[config.mk]
export PLATFORM = sky130hd
export DESIGN_NAME = npn4_tt_sweeper_flat
export DESIGN_NICKNAME = d
export VERILOG_FILES = /design/src/rtl/npn4_pkg.sv /design/src/rtl/npn4_tt_sweeper_if.sv /design/src/rtl/npn4_xform.sv /design/src/rtl/npn4_tt_sweeper.sv /design/src/flat_wrapper.sv
export SDC_FILE = /design/constraint.sdc
export NUM_CORES = 1
export LEC_CHECK = 0
export ABC_AREA = 1
export BUFFER_PORTS_ARGS = -buffer_cell sky130_fd_sc_hd__buf_4
export CORE_MARGIN = 3
export CORE_UTILIZATION = 57
export CTS_CLUSTER_SIZE = 10
export DETAILED_ROUTE_END_ITERATION = 16
export HOLD_SLACK_MARGIN = 0.08
export MAX_ROUTING_LAYER = met4
export PLACE_DENSITY_LB_ADDON = 0.08
export SLEW_MARGIN = 40
export SYNTH_ARGS = -nofsm -noshare
export SYNTH_HDL_FRONTEND = slang
export SYNTH_SLANG_ARGS = --single-unit
[constraint.sdc]
create_clock -name clk -period 2.31 [get_ports clk]
set_clock_uncertainty 0.15 [all_clocks]
set_input_delay 0.231 -clock clk [delete_from_list [all_inputs] [get_ports clk]]
set_output_delay 0.231 -clock clk [all_outputs]
set_load 0.02 [all_outputs]
[src/rtl/npn4_pkg.sv]
// Shared types for the NPN4 truth-table sweeper: FSM states, permutation type
// and the permutation validity check.
package npn4_pkg;

    typedef enum logic [1:0] {
        IDLE = 2'd0,
        RUN  = 2'd1,
        DONE = 2'd2
    } state_t;

    // perm[i] is the raw-minterm bit index that drives cell input x_i
    typedef logic [3:0][1:0] perm_t;

    localparam perm_t IDENT_PERM = 8'hE4;

    function automatic logic perm_valid(perm_t p);
        logic [3:0] seen;
        seen = '0;
        for (int i = 0; i < 4; i++) begin
            seen[p[i]] = 1'b1;
        end
        return (seen == 4'hF);
    endfunction

endpackage

[src/rtl/npn4_tt_sweeper_if.sv]
// Control/status bundle between the sweeper and whatever sequences it.
interface npn4_tt_sweeper_if;
    import npn4_pkg::*;

    logic        start;
    logic        abort;
    logic [3:0]  neg_mask;
    perm_t       perm;
    logic        out_neg;
    logic [15:0] expected_tt;
    logic        busy;
    logic        done;
    logic [15:0] tt;
    logic        match;
    logic        perm_err;

    modport master (
        output start, abort, neg_mask, perm, out_neg, expected_tt,
        input  busy, done, tt, match, perm_err
    );

    modport slave (
        input  start, abort, neg_mask, perm, out_neg, expected_tt,
        output busy, done, tt, match, perm_err
    );

endinterface

[src/rtl/npn4_xform.sv]
// NPN input transform: permute raw minterm bits, then apply input negation.
module npn4_xform
    import npn4_pkg::*;
(
    input  logic [3:0] m_i,
    input  perm_t      perm_i,
    input  logic [3:0] neg_mask_i,
    output logic [3:0] a_o
);

    always_comb begin
        a_o = '0;
        for (int i = 0; i < 4; i++) begin
            a_o[i] = m_i[perm_i[i]] ^ neg_mask_i[i];
        end
    end

endmodule

[src/rtl/npn4_tt_sweeper.sv]
// Walks all 16 minterms through an NPN transform into a 4-input cell and
// captures the cell's truth table for comparison with an expected table.
//
//  state | meaning
//  IDLE  | waiting for start; config not yet latched
//  RUN   | driving minterm m, counting settle cycles, sampling y0
//  DONE  | one-cycle done pulse, result and match held afterwards
module npn4_tt_sweeper
    import npn4_pkg::*;
#(
    parameter int unsigned SETTLE_CYCLES = 1
) (
    input  logic               clk,
    input  logic               rst_n,
    npn4_tt_sweeper_if.slave   ctl,
    output logic               x0,
    output logic               x1,
    output logic               x2,
    output logic               x3,
    input  logic               y0
);

    localparam logic [3:0] SETTLE_LOAD = 4'(SETTLE_CYCLES);

    state_t      state_q, state_d;
    logic [3:0]  m_q, m_d;
    logic [3:0]  settle_q, settle_d;
    logic [3:0]  x_q, x_d;
    logic [15:0] tt_q, tt_d;
    logic        match_q, match_d;
    logic        perm_err_q, perm_err_d;
    logic [3:0]  neg_q, neg_d;
    perm_t       perm_q, perm_d;
    logic        out_neg_q, out_neg_d;
    logic [15:0] exp_q, exp_d;

    logic [3:0]  xf_m;
    perm_t       xf_perm;
    logic [3:0]  xf_neg;
    logic [3:0]  xf_a;

    // In IDLE the transform sees the live config so minterm 0 is registered on
    // the accepting edge; in RUN it precomputes the next minterm.
    always_comb begin
        xf_m    = 4'(m_q + 4'd1);
        xf_perm = perm_q;
        xf_neg  = neg_q;
        if (state_q == IDLE) begin
            xf_m    = 4'd0;
            xf_perm = ctl.perm;
            xf_neg  = ctl.neg_mask;
        end
    end

    npn4_xform u_xform (
        .m_i        (xf_m),
        .perm_i     (xf_perm),
        .neg_mask_i (xf_neg),
        .a_o        (xf_a)
    );

    always_comb begin
        state_d    = state_q;
        m_d        = m_q;
        settle_d   = settle_q;
        x_d        = x_q;
        tt_d       = tt_q;
        match_d    = match_q;
        perm_err_d = perm_err_q;
        neg_d      = neg_q;
        perm_d     = perm_q;
        out_neg_d  = out_neg_q;
        exp_d      = exp_q;

        case (state_q)
            IDLE: begin
                if (ctl.start && !ctl.abort) begin
                    if (perm_valid(ctl.perm)) begin
                        state_d    = RUN;
                        m_d        = 4'd0;
                        settle_d   = SETTLE_LOAD;
                        x_d        = xf_a;
                        tt_d       = '0;
                        match_d    = 1'b0;
                        perm_err_d = 1'b0;
                        neg_d      = ctl.neg_mask;
                        perm_d     = ctl.perm;
                        out_neg_d  = ctl.out_neg;
                        exp_d      = ctl.expected_tt;
                    end else begin
                        perm_err_d = 1'b1;
                    end
                end
            end
            RUN: begin
                if (ctl.abort) begin
                    state_d = IDLE;
                    x_d     = '0;
                    match_d = 1'b0;
                end else if (settle_q != 4'd0) begin
                    settle_d = 4'(settle_q - 4'd1);
                end else begin
                    tt_d[m_q] = y0 ^ out_neg_q;
                    if (m_q == 4'd15) begin
                        state_d = DONE;
                        x_d     = '0;
                        match_d = (tt_d == exp_q);
                    end else begin
                        m_d      = 4'(m_q + 4'd1);
                        settle_d = SETTLE_LOAD;
                        x_d      = xf_a;
                    end
                end
            end
            DONE: begin
                state_d = IDLE;
            end
            default: begin
                state_d = IDLE;
            end
        endcase
    end

    always_ff @(posedge clk or negedge rst_n) begin
        if (!rst_n) begin
            state_q    <= IDLE;
            m_q        <= '0;
            settle_q   <= '0;
            x_q        <= '0;
            tt_q       <= '0;
            match_q    <= 1'b0;
            perm_err_q <= 1'b0;
            neg_q      <= '0;
            perm_q     <= IDENT_PERM;
            out_neg_q  <= 1'b0;
            exp_q      <= '0;
        end else begin
            state_q    <= state_d;
            m_q        <= m_d;
            settle_q   <= settle_d;
            x_q        <= x_d;
            tt_q       <= tt_d;
            match_q    <= match_d;
            perm_err_q <= perm_err_d;
            neg_q      <= neg_d;
            perm_q     <= perm_d;
            out_neg_q  <= out_neg_d;
            exp_q      <= exp_d;
        end
    end

    assign x0           = x_q[0];
    assign x1           = x_q[1];
    assign x2           = x_q[2];
    assign x3           = x_q[3];
    assign ctl.busy     = (state_q == RUN);
    assign ctl.done     = (state_q == DONE);
    assign ctl.tt       = tt_q;
    assign ctl.match    = match_q;
    assign ctl.perm_err = perm_err_q;

endmodule

[src/flat_wrapper.sv]
// flat-port wrapper written by rule: the top's interface ports become plain ports
module npn4_tt_sweeper_flat import npn4_pkg::*;
#(
    parameter int unsigned SETTLE_CYCLES = 1
)
  (clk, rst_n, x0, x1, x2, x3, y0, ctl_start, ctl_abort, ctl_neg_mask, ctl_perm, ctl_out_neg, ctl_expected_tt, ctl_busy, ctl_done, ctl_tt, ctl_match, ctl_perm_err);
  npn4_tt_sweeper_if ctl_i ();
  input  logic clk;
  input  logic rst_n;
  output logic x0;
  output logic x1;
  output logic x2;
  output logic x3;
  input  logic y0;
  input wire logic [$bits(ctl_i.start)-1:0] ctl_start;
  input wire logic [$bits(ctl_i.abort)-1:0] ctl_abort;
  input wire logic [$bits(ctl_i.neg_mask)-1:0] ctl_neg_mask;
  input wire logic [$bits(ctl_i.perm)-1:0] ctl_perm;
  input wire logic [$bits(ctl_i.out_neg)-1:0] ctl_out_neg;
  input wire logic [$bits(ctl_i.expected_tt)-1:0] ctl_expected_tt;
  output wire logic [$bits(ctl_i.busy)-1:0] ctl_busy;
  output wire logic [$bits(ctl_i.done)-1:0] ctl_done;
  output wire logic [$bits(ctl_i.tt)-1:0] ctl_tt;
  output wire logic [$bits(ctl_i.match)-1:0] ctl_match;
  output wire logic [$bits(ctl_i.perm_err)-1:0] ctl_perm_err;
  assign ctl_i.start = ctl_start;
  assign ctl_i.abort = ctl_abort;
  assign ctl_i.neg_mask = ctl_neg_mask;
  assign ctl_i.perm = ctl_perm;
  assign ctl_i.out_neg = ctl_out_neg;
  assign ctl_i.expected_tt = ctl_expected_tt;
  assign ctl_busy = ctl_i.busy;
  assign ctl_done = ctl_i.done;
  assign ctl_tt = ctl_i.tt;
  assign ctl_match = ctl_i.match;
  assign ctl_perm_err = ctl_i.perm_err;
  npn4_tt_sweeper #(.SETTLE_CYCLES(SETTLE_CYCLES)) u_core (.clk(clk), .rst_n(rst_n), .ctl(ctl_i), .x0(x0), .x1(x1), .x2(x2), .x3(x3), .y0(y0));
endmodule
==> results.yml <==
sta:
  finalSetupTns_ps: 0
  period_needed_ps: 2070
  fin_crit_sh_pct: 89.7
  setup_viol: 0
  worst_slew_pin_slew_ps: 570
  rsz0062_at_grt: "no"
  fmax_ghz: 0.483
  max-slew-margin-rel_pct: 62.0
  report.final.slew_viol_count: 0
  finalHoldViolCount: 0
place:
  dp_hpwl_um: 6560
  port_buffers: 57
  routabilityCongestion: 0.834
  dp_cells: 660
layout:
  finalCoreUtilization_pct: 76.4
  stdcell_count: 705
  mostFrequentLayoutCells: "nand2_1, inv_1, buf_4"
  n_fill_cell: 478
  drive_above_1_share_pct: 15.6
  antennaDiodeCount: 0
  syn2layout_area_growth_pct: 25.5
  layout.cells.most_common: "nand2_1"
  nNetsFinal: 666
critical_path:
  crit_family: "simple AND/OR/NAND/NOR gates"
  r2r_end: "u_core.ctl.tt[5]$_DFFE_PN0P_"
  critPathKind: "reg -> reg"
  start_kind: "register"
  cp_max_fo: 32
  critPathCaptureType: "register"
  crit_chain: "inv_1, ha_1, nand2_1, nand2_1, o21ai_0, nor2_1, nand2_4, o31ai_1"
  crit_path_top_delay_cell: "dfrtp_1"
  crit_top_cell: "nand2_1"
  crit_buf_inv: 1
  ff2ff_path_depth: 8
  worstPathRequired_ps: 2400
  worstPathArrival_ps: 2160
  worst_path_largest_cell_delay_ps: 390
  reg2reg_slack_ps: 240
  r2r_start: "u_core.settle_q[1]$_DFFE_PN0P_"
synthesis:
  ys_seq_elements: 61
  synthSimpleGateAreaFrac_pct: 33.3
  synth_top_family_by_area: "simple AND/OR/NAND/NOR gates"
  muxShareOfSynthArea_pct: 0
  synth_area_um2: 3730
  synth_xor_area_share_pct: 0.469
  synth_compound_area_share_pct: 13.1
  synth_cell_types: 34
  avgSynthCellArea_um2: 6.94
  yosysSeqAreaShare_pct: 41.0
  syn_inst: 538
  synth-adder-area-share_pct: 2.01
  synth_fp_nets: 578
  synth_warnings: 0
status:
  status: "finished, final reports clean"
floorplan:
  num_rows: 28
  core_area_um2: 6130
  die_w_um: 86.9
  die_y_um: 86.9
  initial_core_util_pct: 60.9
  die_area_um2: 7560
  io_pins: 58
route:
  wl_um: 9370
  wire_per_inst_um: 13.3
  drcViolationCount: 0
  viasPerCell: 5.22
  postRouteAntennaNets: 0
  drt_iter0_drc: 297
  first_pass_iters: 5
  detailroute.via_count: 3681
power:
  pwr-share-clk_pct: 25.9
  p_comb_share_pct: 31.8
  internal_power_mw: 2.24
  ir_drop_mv: 0.529
  p_leak_nw: 2.51
  power_frac_seq_pct: 42.3
  power.density_nw_per_um2: 752
  power_switching_mw: 1.28
  sw_frac_of_total_pct: 36.4
hold_path:
  min_from: "ctl_perm[4]"
  holdPathStages: 3
  holdPathEnd: "u_core.perm_q[4]$_DFFE_PN0P_"
  hp-class: "in -> reg"
cts:
  cts_tree: "yes"
  root_buffer: "clkbuf_8"
  numCtsBuffers: 9
  clk_pin_slew_worst_paths_ps: 70
  clock-sinks: 61
  clockBufferDepth: 2
  htree_levels: 3
  clk_latency_ps: 340
run:
  drv_cap: 0
grt:
  grt_pass1_vias: 3569
  antenna_found_initial: 0
  grt_pass1_wl_um: 16100
  overflow: 0
  grt_max_degree: 62
  grt_util_all_layers_pct: 27.6
## worst max path at each step
stage,start,to,slack [ps],depth (start not counted)
2_1_floorplan,u_core.m_q[0]$_DFFE_PN0P_,u_core.x_q[0]$_DFFE_PN0P_,550,8
3_3_place_gp,u_core.settle_q[0]$_DFFE_PN0P_,u_core.ctl.tt[0]$_DFFE_PN0P_,280,8
3_5_place_dp,u_core.settle_q[0]$_DFFE_PN0P_,u_core.ctl.tt[2]$_DFFE_PN0P_,160,8
4_1_cts,ctl_perm[5],u_core.ctl.tt[5]$_DFFE_PN0P_,70,11
5_1_grt,ctl_perm[6],u_core.m_q[0]$_DFFE_PN0P_,60,12
6_report,u_core.settle_q[1]$_DFFE_PN0P_,u_core.ctl.tt[5]$_DFFE_PN0P_,240,8
## worst reg2reg max path, stage by stage, from the launching register on
cell and delay, ps:
dfrtp_1 390, inv_1 120, ha_1 170, nand2_1 120, nand2_1 180, o21ai_0 110
nor2_1 210, nand2_4 240, o31ai_1 300
## power by group through the flow
stage,Clock (mW),Sequential [mW],Combinational [mW]
CTS,0.925,1.48,1.10
global route,0.969,1.52,1.26
floorplan,0,1.52,0.694
finish,0.913,1.49,1.12
detailed placement,0,1.50,1.06
global placement,0,1.49,1.02
## metal layers
layer	part of all wire (%)	routed length (um)	global-route usage (%)
met5	0	0	-
met4	0.76	71	7.22
met3	6.4	595	6.05
met2	46	4350	42.7
met1	46	4350	37.0
## sequential cells by signal (all words and copies together), names as in the netlist, 2 cells and up
signal           flops
u_core.x_q           4
u_core.ctl.tt       16
u_core.neg_q         4
u_core.perm_q        8
u_core.m_q           4
u_core.state_q       2
u_core.settle_q      4
u_core.exp_q        16
## stage by stage
step / area, um2 / hold slack (ps) / worst slack (ps) / power [mW]
after CTS: 4680 / 80.9 / 72.6 / 3.51
after detailed placement: 4200 / 216 / 161 / 2.56
final: 4680 / 102 / 238 / 3.52
after global placement: 4200 / 211 / 285 / 2.52
after floorplan: 3730 / -215 / 551 / 2.22
after global routing: 4680 / 112 / 60.3 / 3.75
## Yosys cell counts, drive strengths merged
library cell,count,area share [%]
dfrtp,57,38
xor2,2,0.47
o21bai,2,0.40
nor2,51,6.2
inv,76,7.7
nand2,197,20
o21a,1,0.20
a21oi,26,3.5
clkbuf,5,0.50
a21boi,1,0.50
nand3b,1,0.20
nand3,44,6.4
nor3,2,0.27
o211ai,3,0.60
ha,6,2.0
o22ai,1,0.17
dfstp,4,2.8
o31ai,11,2.2
buf,9,1.9
o21ai,38,5.5
or2,1,0.17
## final cells by class
cell class / count / area [um2] / share of cell area, %
clock inverters: 5 / 52.6 / 1.12
flip-flops and latches: 61 / 1530 / 32.7
clock buffers: 10 / 128 / 2.72
well taps: 75 / 93.8 / 2.00
multi-input cells: 387 / 1830 / 39.0
repair buffers: 91 / 762 / 16.3
inverters: 76 / 288 / 6.14
## kinds of logic after synthesis
logic type      after synthesis
fa+ha+maj                     6
xor+xnor                      2
buf+inv                      90
flops                        61
simple gates                296
compound gates               83
## repair_timing
item                                   in CTS  in global routing
gates resized for setup                     0                  1
hold buffers                               30                  0
setup endpoints to repair                   0                 16
buffers inserted                            0                  0
endpoints found under the hold margin      86                  0
(Power assumes the default switching activity.)
